--- src/rtl/game_pkg.sv ---
// rtl/game_pkg.sv - shared game states, screen/net/ball geometry and score helper
package game_pkg;

  typedef enum logic [1:0] {
    ST_START = 2'd0,
    ST_WAIT  = 2'd1,
    ST_PLAY  = 2'd2,
    ST_END   = 2'd3
  } game_state_e;

  // Screen and court geometry, shared with the ball block so landing and
  // collision math agree on the same numbers.
  localparam int VBUF_H    = 240;
  localparam int NET_POS_X = 158;
  localparam int NET_W     = 10;
  localparam int BALL_W    = 30;
  localparam int BALL_H    = 30;
  localparam int FLOOR_Y   = VBUF_H - 20;
  localparam int NET_CX    = NET_POS_X + NET_W / 2;

  // Increment that sticks at lim so a score can never wrap.
  function automatic logic [3:0] sat_inc(input logic [3:0] v, input logic [3:0] lim);
    return (v >= lim) ? v : v + 4'd1;
  endfunction

endpackage

--- src/rtl/game_ctrl_rise_detect.sv ---
// rtl/game_ctrl_rise_detect.sv - registered 1-bit rising edge detector
module rise_detect #(
  parameter logic RESET_VAL = 1'b1
) (
  input  logic clk,
  input  logic reset,
  input  logic d,
  output logic rise
);

  logic d_q;

  // Previous-cycle copy of d; reset to RESET_VAL so a level held through reset is not an edge.
  always_ff @(posedge clk) begin
    if (reset) d_q <= RESET_VAL;
    else       d_q <= d;
  end

  assign rise = d & ~d_q;

endmodule

--- src/rtl/game_ctrl.sv ---
// rtl/game_ctrl.sv - rally/score sequencer: serve delay, landing detection, scoring, match end
module game_ctrl
  import game_pkg::*;
#(
  parameter int BALL_W_P  = BALL_W,
  parameter int BALL_H_P  = BALL_H,
  parameter int FLOOR_Y_P = FLOOR_Y,
  parameter int NET_CX_P  = NET_CX,
  parameter int DROP_WAIT = 100_000_000,
  parameter int WIN_SCORE = 5
) (
  input  logic        clk,
  input  logic        reset,
  input  logic        start_btn,
  input  logic [11:0] Ball_X,
  input  logic [11:0] Ball_Y,
  output logic [1:0]  Game_state,
  output logic        who_win,
  output logic [3:0]  player_score,
  output logic [3:0]  npc_score,
  output logic        point_pulse
);

  localparam int CNT_W = $clog2(DROP_WAIT) + 1;
  localparam logic [CNT_W-1:0] CNT_LAST = CNT_W'(DROP_WAIT - 1);
  localparam logic [3:0]       WIN      = 4'(WIN_SCORE);

  game_state_e      state_q, state_d;
  logic [CNT_W-1:0] cnt_q, cnt_d;
  logic             who_q, who_d;
  logic [3:0]       ps_q, ps_d;
  logic [3:0]       ns_q, ns_d;
  logic             pulse_q, pulse_d;
  logic             start_rise;
  logic             landed;
  logic             npc_side;
  logic [11:0]      ball_bottom;
  logic [11:0]      ball_cx;

  rise_detect #(.RESET_VAL(1'b1)) u_start_rise (
    .clk   (clk),
    .reset (reset),
    .d     (start_btn),
    .rise  (start_rise)
  );

  // Ball geometry in 12-bit arithmetic, matching the ball block's own math.
  always_comb begin
    ball_bottom = Ball_Y + 12'(BALL_H_P);
    ball_cx     = Ball_X + 12'(BALL_W_P / 2);
    landed      = (ball_bottom >= 12'(FLOOR_Y_P));
    npc_side    = (ball_cx < 12'(NET_CX_P));
  end

  // State, serve counter, scores and strobe all update together on the clock.
  always_ff @(posedge clk) begin
    if (reset) begin
      state_q <= ST_START;
      cnt_q   <= '0;
      who_q   <= 1'b0;
      ps_q    <= 4'd0;
      ns_q    <= 4'd0;
      pulse_q <= 1'b0;
    end else begin
      state_q <= state_d;
      cnt_q   <= cnt_d;
      who_q   <= who_d;
      ps_q    <= ps_d;
      ns_q    <= ns_d;
      pulse_q <= pulse_d;
    end
  end

  // Next-state logic: serve delay in WAIT, one award per landing in PLAY, restart from END.
  always_comb begin
    state_d = state_q;
    cnt_d   = '0;
    who_d   = who_q;
    ps_d    = ps_q;
    ns_d    = ns_q;
    pulse_d = 1'b0;
    case (state_q)
      ST_START: begin
        if (start_rise) state_d = ST_WAIT;
      end
      ST_WAIT: begin
        if (cnt_q == CNT_LAST) state_d = ST_PLAY;
        else                   cnt_d   = cnt_q + 1'b1;
      end
      ST_PLAY: begin
        if (landed) begin
          pulse_d = 1'b1;
          if (npc_side) begin
            ps_d    = sat_inc(ps_q, WIN);
            who_d   = 1'b0;
            state_d = (ps_d == WIN) ? ST_END : ST_WAIT;
          end else begin
            ns_d    = sat_inc(ns_q, WIN);
            who_d   = 1'b1;
            state_d = (ns_d == WIN) ? ST_END : ST_WAIT;
          end
        end
      end
      ST_END: begin
        if (start_rise) begin
          state_d = ST_START;
          ps_d    = 4'd0;
          ns_d    = 4'd0;
        end
      end
      default: state_d = ST_START;
    endcase
  end

  assign Game_state   = state_q;
  assign who_win      = who_q;
  assign player_score = ps_q;
  assign npc_score    = ns_q;
  assign point_pulse  = pulse_q;

endmodule

--- config.mk ---
export PLATFORM = sky130hd
export DESIGN_NAME = game_ctrl
export DESIGN_NICKNAME = d
export VERILOG_FILES = /design/src/rtl/game_pkg.sv /design/src/rtl/game_ctrl_rise_detect.sv /design/src/rtl/game_ctrl.sv
export SDC_FILE = /design/constraint.sdc
export NUM_CORES = 1
export LEC_CHECK = 0
export CAP_MARGIN = 20
export CORE_MARGIN = 3
export CORE_UTILIZATION = 51
export DETAILED_ROUTE_END_ITERATION = 12
export GPL_TIMING_DRIVEN = 0
export PLACE_DENSITY = 0.77
export SLEW_MARGIN = 20
export SYNTH_ARGS = -nofsm -noshare
export SYNTH_HDL_FRONTEND = slang
export SYNTH_SLANG_ARGS = --single-unit
--- constraint.sdc ---
create_clock -name clk -period 6.5 [get_ports clk]
set_clock_uncertainty 0.2 [all_clocks]
set_input_delay 0.65 -clock clk [delete_from_list [all_inputs] [get_ports clk]]
set_output_delay 0.65 -clock clk [all_outputs]
set_load 0.01 [all_outputs]
==> key figures <==
Global routing
  • Initial antenna violation count: 0
  • Pin count of the biggest net entering global routing: 12
  • First-pass GRT wire length: 8.404 mm
  • Total grt overflow: 0
  • Vias in the first global route: 1909
  • Total GRT Usage: 0.1917

Timing
  • Max-slew headroom: 0.5277
  • Fin Setup TNS: 0 ps
  • Fin crit period: 2961 ps
  • RSZ-0062 raised after global routing: no
  • Fin. max-slew vios: 0
  • Final Hold Fails: 0
  • Worst hold margin: 240.5 ps
  • # setup viols final: 0
  • Final period utilization: 0.4556
  • Slew @ Worst Pin: 705.1 ps
  • FMAX: 337.7 MHz

Clock network
  • Hold-fix buffer count after cts: 0
  • Post-CTS Setup Inserts: 0
  • Clk slew on worst S/H paths: 70 ps
  • CTS sink count: 41
  • Htree depth: 2
  • CTS Buf Count: 5
  • Post-CTS Resized: 0
  • Clock buffer depth: 2
  • TritonCTS clock tree: done
  • Worst-Skew Late Latency: 290 ps
  • CTS Root Cell: clkbuf_8

Hold path
  • Hold Crit Class: reg2reg

Critical path
  • WP data arrival: 2950 ps
  • Worst Setup Start Kind: input pin
  • Critical path endpoint category: register
  • WS Path Type: in2reg
  • CP max stage delay: 520 ps
  • Max stage delay cell, worst path: clkdlybuf4s50_1
  • Worst Path Required: 6490 ps
  • Worst Path Max Fanout: 8
  • Crit-path cells: clkdlybuf4s50_1 > inv_1 > ha_1 > nor3b_2 > nor3_1 > nor4_1 > nand4_4 > and3_1 > buf_6 > mux2i_1

Floorplanning
  • # IOs: 39
  • Chip Width: 74.26 um
  • Rows: 24
  • Die height: 74.26 um
  • Starting Density: 0.5383
  • Area of the core: 4414 um2
  • Die ar.: 5514 um2

Final layout
  • Area of the multi-input gates: 1476 um2
  • Fill count: 390
  • Layout net count: 367
  • Area grow syn2layout: 21.70%
  • Register area: 820.8 um2
  • Commonest cells after routing, fill and taps aside: nor2_1, dfxtp_1, clkdlybuf4s50_1
  • Layout cells sized above 1: 0.05706
  • Core Util, Final: 0.6550
  • # diodes: 0
  • Most common cell after layout, fill and taps aside: nor2_1
  • Design area: 2892 um2

Placed design
  • GP Congestion: 0.8234
  • Post-DP HPWL: 3.706 mm
  • Area after DPL: 2811 um2
  • Number of port buffers: 37

Pwr
  • P_leak: 0.9979 nW
  • Power Dens Cells: 157.2 nW/um2
  • Max IR drop VDD: 0.1300 mV
  • Tot Pwr: 454.6 uW

Route
  • Vias per cell: 5.535
  • Post-route ant nets: 0
  • Pre-Repair DR Iteration Count: 5
  • Final WL: 4.889 mm
  • Initial DRC Count: 93
  • Wire per inst: 12.70 um
  • Via count: 2131
  • DRC: 0

Logic synthesis
  • Post-synthesis register bit count: 41
  • Yosys warns: 0
  • Unique masters post-synth: 50
  • Sequential area share after synthesis: 0.3454
  • Mapped cell area: 2376 um2
  • Syn avg cell area: 8.250 um2
  • Mapped Cells: 288
  • Synth Net Count: 323

Run
  • Max Cap Viol: 0

Outcome
  • Status: finished, final reports clean
layout make-up:
class,count,share of cell area
plain buffers,6,0.01168
clock buffers,8,0.02769
inverters,12,0.01558
multi-input cells,229,0.5106
flip-flops and latches,41,0.2839
well taps,52,0.02250
repair buffers,37,0.1281
final timing paths:
kind              startpoint         endpoint  slack [ps]  cells after the start
max                Ball_Y[1]  player_score[3]        3540                     10
min                 cnt_q[0]         cnt_q[0]         240                      1
max reg2reg  player_score[0]    Game_state[1]        4080                      8
min reg2reg         cnt_q[0]         cnt_q[0]         240                      1
power by group:
group | internal [mW] | switching (mW) | total, mW
registers | 0.252 | 0.00117 | 0.253
logic | 0.0231 | 0.0192 | 0.0422
clock network | 0.0763 | 0.0828 | 0.159
total | 0.352 | 0.103 | 0.455
cells by family (layout without fill, tap and decap cells):
| kind of cell | Yosys count | count (layout) | synth area share |
|---|---|---|---|
| AO/OA/AOI/OAI | 32 | 32 | 0.09374 |
| XOR/XNOR | 26 | 26 | 0.09584 |
| adder cells (fa/ha/maj) | 8 | 8 | 0.04213 |
| buffers and inverters | 18 | 63 | 0.03317 |
| flip-flops | 41 | 41 | 0.3454 |
| multiplexers | 12 | 12 | 0.05108 |
| AND/OR/NAND/NOR | 151 | 151 | 0.3386 |
cells in the mapped netlist (all sizes together):
master / number / area, um2
a21o: 1 / 7.510
and3: 4 / 25.02
or3: 5 / 31.28
nor2b: 2 / 12.51
nor4: 9 / 68.81
nor3b: 2 / 20.02
or2: 2 / 12.52
nand2: 25 / 93.84
clkbuf: 2 / 7.510
nand4bb: 1 / 11.26
nand2b: 15 / 93.84
nand4: 12 / 90.09
mux2: 1 / 11.26
buf: 4 / 26.27
and2: 1 / 6.260
a21oi: 9 / 45.04
a31oi: 1 / 6.260
a41o: 1 / 10.01
and4b: 1 / 10.01
xor2: 18 / 157.7
o211ai: 3 / 27.52
nor2: 46 / 172.7
dfxtp: 41 / 820.8
nor4bb: 1 / 10.01
nand3: 12 / 65.06
mux2i: 11 / 110.1
a41oi: 1 / 8.760
a311oi: 3 / 26.28
and4: 1 / 8.760
a21bo: 1 / 10.01
o21ai: 7 / 35.03
o2111a: 1 / 11.26
o31ai: 1 / 7.510
a211oi: 1 / 7.510
o41a: 1 / 11.26
nor3: 9 / 45.04
inv: 12 / 45.04
o2111ai: 1 / 8.760
and3b: 1 / 10.01
xnor2: 8 / 70.07
ha: 8 / 100.1
nor4b: 2 / 17.52
state kept, by name, indices dropped and copies added (netlist names):
register / flops
who_win: 1
player_score: 4
Game_state: 2
u_start_rise.d_q: 1
point_pulse: 1
cnt_q: 28
npc_score: 4
per-stage QoR:
step / std cells / worst slack [ps]
floorplan: 288 / 4023
global placement: 377 / 3264
detailed placement: 377 / 3244
CTS: 385 / 3554
global route: 385 / 3406
finish: 385 / 3539
worst max-delay path: cells and delay by family:
family	cells	cell delay, ps
adder cells (fa/ha/maj)	1	210
multiplexers	1	100
buffers and inverters	3	740
AND/OR/NAND/NOR	5	1250
per-layer routing:
| layer | part of all wire | wire [um] | global-route usage |
|---|---|---|---|
| met4 | 0.0059 | 29 | 0.03557 |
| met2 | 0.44 | 2157 | 0.2844 |
| met3 | 0.061 | 299 | 0.05676 |
| met1 | 0.49 | 2402 | 0.2793 |
| met5 | 0 | 0 | 0 |
Note: power is estimated with default switching activity, not from simulation.
